**src/rtl/sw_sram_port_arbiter.sv**
```systemverilog
// sw_sram_port_arbiter: burst round-robin share of one SRAM read port
// between the T and Q fetchers, with tagged routing of returned words.
module sw_sram_port_arbiter #(
  parameter int ADDR_W    = 10,
  parameter int DATA_W    = 32,
  parameter int RD_LAT    = 1,
  parameter int BURST_MAX = 16
) (
  input  logic              clk,
  input  logic              rst_n,
  input  logic              t_req_i,
  input  logic [ADDR_W-1:0] t_addr_i,
  input  logic              t_last_i,
  output logic              t_gnt_o,
  output logic              t_rvalid_o,
  input  logic              q_req_i,
  input  logic [ADDR_W-1:0] q_addr_i,
  input  logic              q_last_i,
  output logic              q_gnt_o,
  output logic              q_rvalid_o,
  output logic [DATA_W-1:0] rdata_o,
  output logic              sram_sel_T_o,
  output logic [ADDR_W-1:0] sram_addr_o,
  input  logic [DATA_W-1:0] sram_data_i,
  output logic              busy_o
);

  localparam int CNT_W =
    (BURST_MAX > 1) ? $clog2(BURST_MAX) : 1;
  localparam logic [CNT_W-1:0] CAP =
    CNT_W'(BURST_MAX - 1);

  typedef enum logic [1:0] {
    IDLE  = 2'd0,
    OWN_T = 2'd1,
    OWN_Q = 2'd2
  } state_t;

  state_t            state;
  state_t            state_nxt;
  logic              last_t;
  logic              last_t_nxt;
  logic [CNT_W-1:0]  cnt;
  logic [CNT_W-1:0]  cnt_nxt;
  logic              t_gnt;
  logic              q_gnt;
  logic              gnt;
  logic              x_act;
  logic              x_is_t;
  logic              x_req;
  logic              x_last;
  logic              o_req;
  logic              rel;
  logic              hold_sel;
  logic [ADDR_W-1:0] hold_addr;
  logic [RD_LAT-1:0] tag_vld;
  logic [RD_LAT-1:0] tag_t;

  // pick the requester that owns the port this cycle
  always_comb begin
    t_gnt = 1'b0;
    q_gnt = 1'b0;
    if (rst_n) begin
      unique case (1'b1)
        state == OWN_T: t_gnt = t_req_i;
        state == OWN_Q: q_gnt = q_req_i;
        default: begin
          t_gnt = t_req_i & ~(q_req_i & last_t);
          q_gnt = q_req_i & ~(t_req_i & ~last_t);
        end
      endcase
    end
  end

  assign gnt = t_gnt | q_gnt;

  // burst bookkeeping: release on idle, last or cap, hand over
  always_comb begin
    state_nxt  = state;
    last_t_nxt = last_t;
    cnt_nxt    = cnt;
    x_act  = (state != IDLE) | gnt;
    x_is_t = (state == OWN_T) |
             ((state == IDLE) & t_gnt);
    x_req  = x_is_t ? t_req_i  : q_req_i;
    x_last = x_is_t ? t_last_i : q_last_i;
    o_req  = x_is_t ? q_req_i  : t_req_i;
    rel    = ~x_req |
             (gnt & x_last) |
             (gnt & (cnt == CAP) & o_req);
    if (x_act) begin
      if (rel) begin
        last_t_nxt = x_is_t;
        cnt_nxt    = '0;
        if (o_req) begin
          state_nxt = x_is_t ? OWN_Q : OWN_T;
        end else begin
          state_nxt = IDLE;
        end
      end else begin
        state_nxt = x_is_t ? OWN_T : OWN_Q;
        if (cnt != CAP) begin
          cnt_nxt = cnt + 1'b1;
        end
      end
    end
  end

  // owner state, tie-break memory and burst length
  always_ff @(posedge clk or negedge rst_n) begin
    if (!rst_n) begin
      state  <= IDLE;
      last_t <= 1'b1;
      cnt    <= '0;
    end else begin
      state  <= state_nxt;
      last_t <= last_t_nxt;
      cnt    <= cnt_nxt;
    end
  end

  // SRAM pins keep the last granted selection between grants
  always_ff @(posedge clk or negedge rst_n) begin
    if (!rst_n) begin
      hold_sel  <= 1'b0;
      hold_addr <= '0;
    end else if (gnt) begin
      hold_sel  <= t_gnt;
      hold_addr <= t_gnt ? t_addr_i : q_addr_i;
    end
  end

  // return tags travel with the read through the SRAM latency
  always_ff @(posedge clk or negedge rst_n) begin
    if (!rst_n) begin
      tag_vld <= '0;
      tag_t   <= '0;
    end else begin
      tag_vld[0] <= gnt;
      tag_t[0]   <= t_gnt;
      for (int i = 1; i < RD_LAT; i++) begin
        tag_vld[i] <= tag_vld[i-1];
        tag_t[i]   <= tag_t[i-1];
      end
    end
  end

  assign t_gnt_o      = t_gnt;
  assign q_gnt_o      = q_gnt;
  assign sram_sel_T_o = gnt ? t_gnt : hold_sel;
  assign sram_addr_o  = t_gnt ? t_addr_i :
                        q_gnt ? q_addr_i : hold_addr;
  assign t_rvalid_o   = tag_vld[RD_LAT-1] &
                        tag_t[RD_LAT-1];
  assign q_rvalid_o   = tag_vld[RD_LAT-1] &
                        ~tag_t[RD_LAT-1];
  assign rdata_o      = sram_data_i;
  assign busy_o       = (state != IDLE) | (|tag_vld);

endmodule

```
**config.mk**
```make
export PLATFORM = sky130hd
export DESIGN_NAME = sw_sram_port_arbiter
export DESIGN_NICKNAME = d
export VERILOG_FILES = /design/src/rtl/sw_sram_port_arbiter.sv
export SDC_FILE = /design/constraint.sdc
export NUM_CORES = 1
export LEC_CHECK = 0
export CAP_MARGIN = 40
export CORE_ASPECT_RATIO = 1.4
export CORE_UTILIZATION = 37
export DETAILED_ROUTE_END_ITERATION = 8
export PLACE_DENSITY = 0.89
export SLEW_MARGIN = 40
export SYNTH_ARGS = -nofsm -noshare
export SYNTH_HDL_FRONTEND = slang
export SYNTH_SLANG_ARGS = --single-unit
```
**constraint.sdc**
```tcl
create_clock -name clk -period 4.31 [get_ports clk]
set_input_delay 0.431 -clock clk [delete_from_list [all_inputs] [get_ports clk]]
set_output_delay 0.431 -clock clk [all_outputs]
set_load 0.01 [all_outputs]
```
# Yosys cells after proc, flatten, opt, wreduce, memory -nomap -nowiden
# Index checks and enable logic that the tools add are counted.
op_classes:
  addsub: 1
  n_eq_ne: 4
  n_mux: 17
  n_bitwise: 21
  reduce_logical: 5
op_table:
  columns: ["operator", "count"]
  rows:
  - ["$mux W10", 3]
  - ["$and A1 B1 Y1", 10]
  - ["$mux W2", 4]
  - ["$mux W4", 2]
  - ["$mux W1", 6]
  - ["$or A1 B1 Y1", 6]
  - ["$not A1 Y1", 5]
  - ["$add A4 B1 Y4 const B", 1]
  - ["$eq A4 B4 Y1 const B", 1]
  - ["$ne A4 B4 Y1 const B", 1]
  - ["$pmux W1 S2", 2]
  - ["$reduce_and A2 Y1", 2]
  - ["$reduce_bool A2 Y1", 2]
  - ["$eq A2 B1 Y1 const B", 1]
  - ["$eq A2 B2 Y1 const B", 1]
  - ["$logic_not A2 Y1", 1]
word_totals:
  ff_bits: 20
  inputBits: 58
  output_inout_bits: 48
  wordCells: 55

# Logic depth before layout (Yosys ltp)
# Gate-level depths: netlist of the first run.
depth:
  word_depth: 13
  ltp_mapped: 9
  ltp_nobuf: 8

# Worst setup path after synthesis of the first run
# OpenSTA, ideal clock, no wires.
synth_path:
  kind: "register to output"
  startpoint: "register state[0]"
  endpoint: "output sram_addr_o[1]"
  t_arrival_ps: 1942
  required_time_ps: 3879
  path_slack_ps: 1937
  stages_incl_launch_ff: 9
  path_buffers: 1
  cell_sequence: "dfrtp_1 > inv_1 > ha_1 > or3b_1 > nand4_4 > inv_1 > buf_1 > nand2_1 > a31oi_1"
synth_between:
  elab_chain_cells: 5
  word_cells_on_any_way: 8
  classes_between: "eq/ne: 2; mux: 6"
synth_lines:
  columns: ["item", "line", "source"]
  rows:
  - ["start: declaration", "39", "state_t state;"]
  - ["start signal: assignment", "116", "state <= state_nxt;"]
  - ["$eq A2 B2 Y1 or $eq A2 B1 Y1 (tied branches)", "66, 65", null]
  - ["$pmux W1 S2 (*)", "64", "unique case (1'b1)"]
  - ["$mux W1 (*)", "63", "if (rst_n) begin"]
  - ["net q_gnt_o", "19", "output logic q_gnt_o,"]
  - ["$mux W10 (*)", "152", "q_gnt ? q_addr_i : hold_addr;"]
  - ["$mux W10 (*)", "151", "assign sram_addr_o = t_gnt ? t_addr_i :"]
  - ["end: declaration", "23", "output logic [ADDR_W-1:0] sram_addr_o,"]
# Mark *: on every way through the listed nets, which the timed path passes. The rest lies on a longest branch.

# Worst setup path after layout of the first run
layout_path:
  startpoint: "register state[0]"
  endpoint: "output sram_addr_o[5]"
layout_between:
  elab_chain_cells: 5
  word_cells_on_any_way: 8
  classes_between: "eq/ne: 2; mux: 6"
layout_lines:
  columns: ["item", "line"]
  rows:
  - ["$eq A2 B2 Y1 or $eq A2 B1 Y1 (tied branches)", "66, 65"]
  - ["$pmux W1 S2", "64"]
  - ["$mux W1", "63"]
  - ["$mux W10", "152"]
  - ["$mux W10 (*)", "151"]
# Every way passes the cells marked *; elsewhere a longest branch is shown, timed or not.

==> metrics.yaml, run 1 <==
global_route:
  met1_usage_pct: 20.8
  grt_busiest_layer: "met2"
  antenna_found_initial: 0
  grt_pass1_wl_um: 5060
  grt_use_met3_pct: 2.99
  grt_use_total_pct: 15.9
  grt_max_degree: 21
  gr-total-overflow: 0
  grt_pass1_vias: 1147
  use_met2_pct: 24.6
setup_path:
  slowest_stage: "clkdlybuf4s50_1"
  crit_chain: "inv_1, ha_1, or3b_1, nand4_4, inv_1, nand2_1, a31oi_1, clkdlybuf4s50_1"
  r2r_start: "state[0]"
  cp.required_ns: 3.88
  ff2ff_path_depth: 8
  rrSetupSlack_ns: 1.83
  path_class: "reg2out"
  cp.arrival_ns: 2.86
  path_max_fanout: 17
  cp_common_cell: "inv_1"
  cp-start-kind: "register"
  worstSetupEndpointType: "output pin"
  r2r_end: "cnt[3]"
  cpPeakStageDelay_ns: 0.56
cts:
  cts_sinks: 20
  cts_buffers: 3
  clk_pin_slew_ns: 0.07
  cts_tree: "done"
  cts_resized: 0
  htree_levels: 1
  ctsHoldBuffers: 0
  worstSkewPairLatency_ns: 0.26
  cts_setup_buffers: 0
  clockBufferDepth: 2
  cts_root_buf: "clkbuf_8"
timing:
  worst_hold_slack_ns: 0.447
  max_freq_mhz: 304
  relSlewSlack_pct: 63.0
  fin_crit_ns: 3.29
  clock_skew_ns: 0.00411
  tightest_slew_ns: 0.555
  final-hold-violation-count: 0
  rsz0062_at_grt: "no"
  tns_ns: 0
  setup-violations-final: 0
  slew_viol_final: 0
  timing.final.ws_setup_ns: 1.02
  period_share_pct: 76.3
finish:
  multi_input_area_um2: 667
  syn2layout_area_growth_pct: 19.5
  drive_gt1_share_pct: 8.52
  antenna_cells: 0
  ff_latch_area_um2: 502
  nFillCells: 358
  fin_nets: 239
  final_util_pct: 47.1
power_and_ir_drop:
  p_per_area_nw_per_um2: 729
  ir_drop_v: 0.000446
  p_leak_nw: 0.747
floorplan:
  io_pins: 106
  start_util_pct: 39.4
  fp.dieH_um: 76.4
  fp-row-count: 26
  chipWidth_um: 55.1
  core_um2: 3710
  die_area_um2: 4210
route:
  ant_nets: 0
  route.detailed.drc: 0
  vias: 1194
  wire_per_inst_um: 14.1
  dr.pass1.iters: 4
  first_iter_violations: 28
  routed_via_density: 5.48
  totalWireLength_um: 3080
place:
  place.detailed.hpwl_um: 2310
  place_congestion: 0.823
  io_buffers: 41
  pre_cts_ws_ns: 1.01
synthesis:
  synth_edf_count: 0
  synth_async_sr_flop_share_pct: 100
  syn_area_um2: 1460
  syn_nets: 229
  ys_ff_latch: 20
  syn-mean-instance-area_um2: 8.76
  syn_inst: 167
  ys.warnings.count: 0
  ys_seq_area_share_pct: 34.3
  ys_types: 41
  synth_ff_type: "dfrtp_1"
run:
  cap_violations: 0
run_status:
  status: "finished, final reports clean"
hold_path:
  hp-class: "in2async"
[cells in the final DEF, fill, tap and decap left out, types with 3 or more instances in the layout]
cell type        count
clkdlybuf4s50_1     41
nand2_1             25
a31oi_1             21
dfrtp_1             19
nor2_1              12
a21oi_1              8
inv_1                5
nand2b_1             4
ha_1                 4
clkbuf_8             3
[layout make-up]
cell class | instances | area share [%]
Clock buffer | 3 | 2.36
Multi-Input combinational cell | 103 | 38.2
Clock inverter | 1 | 1.72
Timing Repair Buffer | 43 | 24.8
Sequential cell | 20 | 28.7
Inverter | 6 | 1.29
Tap cell | 42 | 3.01
[kinds of logic (layout without fill, tap and decap cells)]
family | after synthesis | after routing | synth area share (%)
simple gates | 56 | 56 | 20.8
buf+inv | 44 | 53 | 20.1
compound gates | 41 | 41 | 20.1
flops | 20 | 20 | 34.3
fa+ha+maj | 4 | 4 | 3.42
xor+xnor | 1 | 1 | 0.599
mux | 1 | 1 | 0.684
[where the power goes]
part / switching, mW / internal [mW] / total, mW
Combinational: 0.394 / 0.375 / 0.769
Sequential: 0.0409 / 0.279 / 0.320
Clock: 0.0627 / 0.124 / 0.187
[cell usage after synthesis (all sizes together) (2+ instances only)]
library cell  number  area [um2]
a211oi             2        25.0
a21oi              8        40.0
a31oi             21         131
and4b              2        20.0
buf               35         260
clkbuf             3        11.3
dfrtp             19         475
ha                 4        50.1
inv                6        22.5
nand2             25        93.8
nand2b             4        25.0
nand3              3        27.5
nand4              2        27.5
nor2              12        45.0
o2111ai            2        35.0
o21ai              2        10.0
[how the worst max path moves through the flow]
stage	startpoint	end	slack [ns]	cells past startpoint
after global placement	q_req_i	sram_addr_o[1]	1.03	6
after CTS	state[0]	sram_addr_o[5]	0.95	8
after detailed placement	t_req_i	sram_addr_o[5]	1.01	7
final	state[0]	sram_addr_o[5]	1.02	8
after floorplan	state[0]	sram_addr_o[1]	1.94	8
after global routing	state[0]	sram_addr_o[1]	0.71	8
[per-layer routing]
metal | vias up | share of wire [%]
li1 | 578 | -
met1 | 551 | 41
met2 | 53 | 49
met3 | 12 | 7.3
met5 | - | 0
met4 | 0 | 2.1
[metrics by stage]
step | power, mW | instance area (um2) | std cells
5_1_grt | 1.38 | 1750 | 218
6_report | 1.27 | 1750 | 218
3_5_place_dp | 1.10 | 1680 | 214
2_1_floorplan | 0.834 | 1460 | 167
4_1_cts | 1.29 | 1750 | 218
3_3_place_gp | 1.07 | 1660 | 213
[registers in the layout, indices dropped and copies added, names as in the netlist]
signal / cells
hold_addr: 10
cnt: 4
state: 2
hold_sel: 1
last_t: 1
tag_t: 1
tag_vld: 1
[worst max-delay path, delay by kind of cell, from the launching register on]
family / cells / cell delay [ns]
AOI/OAI and AO/OA: 1 / 0.19
adders and majority gates: 1 / 0.39
buffers and inverters: 3 / 1.05
DFF: 1 / 0.38
and+or+nand+nor: 3 / 0.58
Power figures use the tool's default switching activity.
==> run 2: changes to the inputs <==
CORE_UTILIZATION = 35   (was 37)
PLACE_DENSITY = 0.85   (was 0.89)
clock period = 3.15 ns   (was 4.31 ns; I/O delays follow)
==> metrics.yaml, run 2 (synthesis results as in run 1) <==
floorplan:
  die_area_um2: 4450  # +5.5%
  io_pins: 106  # unchanged
  start_util_pct: 37.0  # -2.4 points
  chipWidth_um: 56.6  # +2.7%
  core_um2: 3950  # +6.6%
  fp.dieH_um: 78.5  # +2.7%
  fp-row-count: 27  # +3.8%
timing:
  rsz0062_at_grt: "no"
  relSlewSlack_pct: 56.4  # -6.6 points
  fin_crit_ns: 3.05
  final-hold-violation-count: 0  # unchanged
  setup-violations-final: 0  # unchanged
  clock_skew_ns: 0.00272  # -0.00139 ns
  timing.final.ws_setup_ns: 0.0974  # -0.922 ns
  slew_viol_final: 0  # unchanged
  period_share_pct: 96.9
  max_freq_mhz: 328
  tightest_slew_ns: 0.654  # +0.0989 ns
  tns_ns: 0  # unchanged
finish:
  nFillCells: 365  # +2.0%
  drive_gt1_share_pct: 15.5  # +7.0 points
  ff_latch_area_um2: 502  # unchanged
  final_common_cell: "clkdlybuf4s50_1"
  largest_register_ff_count: 10  # unchanged
  fin_area_um2: 1850  # +6.0%
  fin_cells: 230  # +5.5%
  syn2layout_area_growth_pct: 26.7
  fin_nets: 250  # +4.6%
  top_register: "hold_addr"
  antenna_cells: 0  # unchanged
  final_util_pct: 46.9  # -0.25 points
  multi_input_area_um2: 684  # +2.6%
  layout_common_cells: "40 x clkdlybuf4s50_1, 25 x nand2_1, 21 x a31oi_1, 19 x dfrtp_1, 12 x nor2_1"
  largest_registers: "hold_addr (10), cnt (4), state (2)"
setup_path:
  cp.required_ns: 2.83  # -1.05 ns
  cp-start-kind: "register"
  cp.arrival_ns: 2.74  # -0.12 ns
  rrSetupSlack_ns: 0.62  # -1.21 ns
  path_max_fanout: 6  # -11
  worstSetupEndpointType: "output pin"
  path_class: "reg2out"
power_and_ir_drop:
  p_leak_nw: 0.791  # +6.0%
  ir_drop_v: 0.000618  # +39%
  p_per_area_nw_per_um2: 1010  # +38%
place:
  dpl.cell_count: 221  # +3.3%
  place.detailed.hpwl_um: 2560  # +11%
  place_congestion: 0.862  # +4.7%
  postPlaceCellArea_um2: 1720  # +2.3%
  pre_cts_ws_ns: 0.233  # -0.776 ns
  io_buffers: 41  # unchanged
cts:
  cts_root_buf: "clkbuf_8"
  htree_levels: 1  # unchanged
  clk_pin_slew_ns: 0.07  # about the same
  cts_tree: "done"
  worstSkewPairLatency_ns: 0.26  # about the same
  cts_sinks: 20  # unchanged
  clockBufferDepth: 2  # unchanged
  ctsHoldBuffers: 0  # unchanged
  cts_buffers: 3  # unchanged
global_route:
  antenna_found_initial: 0  # unchanged
  grt_use_total_pct: 15.8  # -0.20 points
  grt_pass1_vias: 1272  # +11%
  gr-total-overflow: 0  # unchanged
  grt_pass1_wl_um: 5440  # +7.4%
  grt_max_degree: 24  # +14%
run:
  cap_violations: 0  # unchanged
route:
  vias: 1319  # +10%
  totalWireLength_um: 3570  # +16%
  routed_via_density: 5.73  # +4.7%
  wire_per_inst_um: 15.5  # +9.9%
  route.detailed.drc: 0  # unchanged
  dr.pass1.iters: 4  # unchanged
  ant_nets: 0  # unchanged
  first_iter_violations: 60  # +110%
run_status:
  status: "finished, final reports clean"
hold_path:
  hp-class: "reg2reg"
==> run 2: cell types whose count changed in the layout (fill, tap and decap cells not counted) <==
cell	before	now
or3b_1	1	0
inv_1	5	4
or3b_4	0	1
ha_2	0	1
nand4_2	0	1
buf_8	1	0
ha_1	4	3
clkinvlp_4	0	2
buf_12	0	1
buf_4	1	10
dlymetal6s2s_1	0	1
clkdlybuf4s50_1	41	40
==> run 2: stage by stage <==
step	hold WS, ns	total power [mW]
4_1_cts	0.496	1.81
3_5_place_dp	0.473	1.53
3_3_place_gp	0.467	1.50
2_1_floorplan	0.0194	1.14
6_report	0.493	1.86
5_1_grt	0.523	1.99
==> run 2: repair_timing <==
item,CTS,global route
gates cloned,1,1
gates resized for setup,2,3
endpoints found under the setup margin,10,10
buffers inserted,0,3
==> run 2: cell type report <==
class / instances / share of cell area, %
repair inverters: 1 / 0.405
inverters: 6 / 1.42
flip-flops and latches: 20 / 27.1
multi-input cells: 104 / 36.9
clock buffers: 3 / 2.23
clock inverters: 1 / 1.62
repair buffers: 52 / 27.4
well taps: 43 / 2.90
==> run 2: routing by layer <==
layer | GRT usage (%) | vias to the layer above | wire length [um]
met5 | 0 | - | 0
met4 | 12.7 | 0 | 178
met3 | 2.47 | 23 | 240
met2 | 27.5 | 55 | 1840
met1 | 16.3 | 636 | 1320
li1 | - | 605 | -
==> run 2: critical path, stage by stage, from the launching register on <==
cell,delay [ns]
dfrtp_1,0.40
inv_1,0.10
ha_2,0.32
or3b_4,0.44
nand4_4,0.19
buf_12,0.13
nand2_1,0.10
a31oi_1,0.21
clkdlybuf4s50_1,0.59
==> run 2: worst paths after layout <==
path | start | end | depth (start not counted)
min reg2reg | hold_sel | hold_sel | 2
max in group asynchronous | rst_n | last_t | 2
max reg2reg | state[0] | cnt[3] | 8
max | state[0] | sram_addr_o[2] | 8
min | hold_sel | hold_sel | 2
min in group asynchronous | rst_n | tag_vld | 2
==> run 2: report_power, final <==
| part | total (mW) | switching (mW) | internal [mW] | leakage [nW] |
|---|---|---|---|---|
| Sequential | 0.440 | 0.0585 | 0.382 | 0.241 |
| Clock | 0.258 | 0.0882 | 0.170 | 0.0357 |
| Combinational | 1.17 | 0.600 | 0.566 | 0.515 |
==> run 3: changes to the inputs <==
CORE_MARGIN = 2   (was default)
==> metrics.yaml, run 3 (synthesis results as in run 1) <==
setup_path:
  path_max_fanout: 7  # +1
  slowest_stage: "clkdlybuf4s50_1"
  r2r_start: "state[0]"
  worstSetupEndpointType: "output pin"
  cp.required_ns: 2.83  # about the same
  cp-start-kind: "register"
  path_class: "reg2out"
  cp.arrival_ns: 2.64  # -0.10 ns
  cpPeakStageDelay_ns: 0.50  # -0.09 ns
  ff2ff_path_depth: 9  # +1
  crit_chain: "inv_1, ha_1, or3b_4, nand4_4, clkinvlp_4, nand2_2, a31oi_1, clkdlybuf4s50_1"
  startpoint: "state[0]"
global_route:
  gr-total-overflow: 0  # unchanged
  grt_pass1_vias: 1183  # -7.0%
  grt_use_total_pct: 14.9  # -0.88 points
  antenna_found_initial: 0  # unchanged
  grt_pass1_wl_um: 5380  # -1.1%
  grt_max_degree: 38  # +58%
finish:
  fin_area_um2: 1810  # -2.6%
  drive_gt1_share_pct: 12.7  # -2.8 points
  largest_registers: "hold_addr (10), cnt (4), state (2)"
  nFillCells: 372  # +1.9%
  syn2layout_area_growth_pct: 23.4
  final_common_cell: "clkdlybuf4s50_1"
  fin_cells: 224  # -2.6%
  top_register: "hold_addr"
  antenna_cells: 0  # unchanged
  layout_common_cells: "41 x clkdlybuf4s50_1, 24 x nand2_1, 21 x a31oi_1, 19 x dfrtp_1, 12 x nor2_1"
  largest_register_ff_count: 10  # unchanged
  fin_nets: 244  # -2.4%
route:
  first_iter_violations: 53  # -12%
  vias: 1259  # -4.5%
  ant_nets: 0  # unchanged
  wire_per_inst_um: 15.4  # -0.63%
  totalWireLength_um: 3460  # -3.2%
  routed_via_density: 5.62  # -2.0%
  dr.pass1.iters: 6  # +2
  route.detailed.drc: 7  # +7
place:
  dpl.cell_count: 217  # -1.8%
  place.detailed.hpwl_um: 2380  # -7.1%
  io_buffers: 41  # unchanged
  pre_cts_ws_ns: 0.278  # +0.0445 ns
  postPlaceCellArea_um2: 1700  # -1.0%
  place_congestion: 0.919  # +6.7%
cts:
  cts_sinks: 20  # unchanged
  cts_tree: "done"
  ctsHoldBuffers: 0  # unchanged
  worstSkewPairLatency_ns: 0.26  # about the same
  clk_pin_slew_ns: 0.07  # about the same
  cts_root_buf: "clkbuf_8"
  cts_buffers: 3  # unchanged
  clockBufferDepth: 2  # unchanged
  htree_levels: 1  # unchanged
floorplan:
  die_area_um2: 4720  # +6.2%
  io_pins: 106  # unchanged
  fp.dieH_um: 80.5  # +2.5%
  fp-row-count: 27  # unchanged
  chipWidth_um: 58.6  # +3.5%
  start_util_pct: 36.7  # -0.31 points
  core_um2: 3990  # +0.85%
timing:
  clock_skew_ns: 0.000866  # -0.00186 ns
  rsz0062_at_grt: "no"
  tightest_slew_ns: 0.413  # -0.242 ns
  setup-violations-final: 0  # unchanged
  relSlewSlack_pct: 72.3  # +16 points
  fin_crit_ns: 2.96  # -0.0934 ns
  tns_ns: 0  # unchanged
  period_share_pct: 93.9  # -3.0 points
  max_freq_mhz: 338  # +3.2%
  final-hold-violation-count: 0  # unchanged
  slew_viol_final: 0  # unchanged
  timing.final.ws_setup_ns: 0.191  # +0.0934 ns
power_and_ir_drop:
  p_leak_nw: 0.759  # -4.1%
  power_mw: 1.81  # -3.1%
  p_per_area_nw_per_um2: 1000  # -0.57%
  ir_drop_v: 0.000519  # -16%
run_status:
  status: "complete, but fails checks"
  violations: "design-rule violations"
hold_path:
  hp-class: "reg2reg"
  hp-start: "hold_sel"
  whs_path_depth: 2  # unchanged
run:
  cap_violations: 0  # unchanged
-- run 3: cell count changes in the layout (fill, tap and decap cells not counted) --
cell and delta:
dlymetal6s2s_1 -1, nand2_1 -1, nand2_2 +1, buf_4 -6, ha_1 +1, clkdlybuf4s50_1 +1
ha_2 -1
-- run 3: path summary, 6_finish.rpt --
check	end	slack, ns
max	sram_addr_o[5]	0.19
min	hold_sel	0.48
max reg2reg	cnt[3]	0.65
min reg2reg	hold_sel	0.48
max in group asynchronous	last_t	2.28
min in group asynchronous	tag_t	0.60
-- run 3: timing repair --
action / 4_1_cts / 5_1_grt
buffers inserted: 0 / 1
cloned: 0 / 2
resized for setup: 2 / 2
endpoints found under the setup margin: 1 / 10
-- run 3: per-stage QoR --
stage / hold WS [ns] / util [%]
floorplan: 0.0194 / -
detailed placement: 0.470 / 42.6
global route: 0.526 / 45.3
CTS: 0.492 / 44.5
global placement: 0.471 / 42.6
finish: 0.480 / 45.3
-- run 3: area by class of cell --
type                       count  area [um2]  share of cell area [%]
multi-input combinational    104         684                    37.9
clock buffer                   3        41.3                    2.29
inverter                       6        26.3                    1.46
timing repair buffer          46         460                    25.5
sequential                    20         502                    27.8
timing repair inverter         1        7.51                   0.416
tap                           43        53.8                    2.98
clock inverter                 1        30.0                    1.66
-- run 3: worst max-delay path: cells and delay by family, from the launching register on --
| kind | cells | cell delay [ns] |
|---|---|---|
| adder cells (fa/ha/maj) | 1 | 0.38 |
| flip-flops | 1 | 0.38 |
| AO/OA/AOI/OAI | 1 | 0.09 |
| buffers and inverters | 3 | 0.76 |
| AND/OR/NAND/NOR | 3 | 0.77 |
-- run 3: power by group --
group	internal (mW)	switching, mW	leakage (nW)
sequential	0.382	0.0565	0.241
combinational	0.538	0.573	0.483
clock	0.170	0.0871	0.0357
total	1.09	0.716	0.759
-- run 3: routing by layer --
layer	share of wire [%]	vias to the layer above	global-route usage [%]
met5	0	-	0
met4	2.8	0	8.86
met3	7.3	13	2.25
met2	48	61	23.9
met1	42	594	18.4
li1	-	591	-
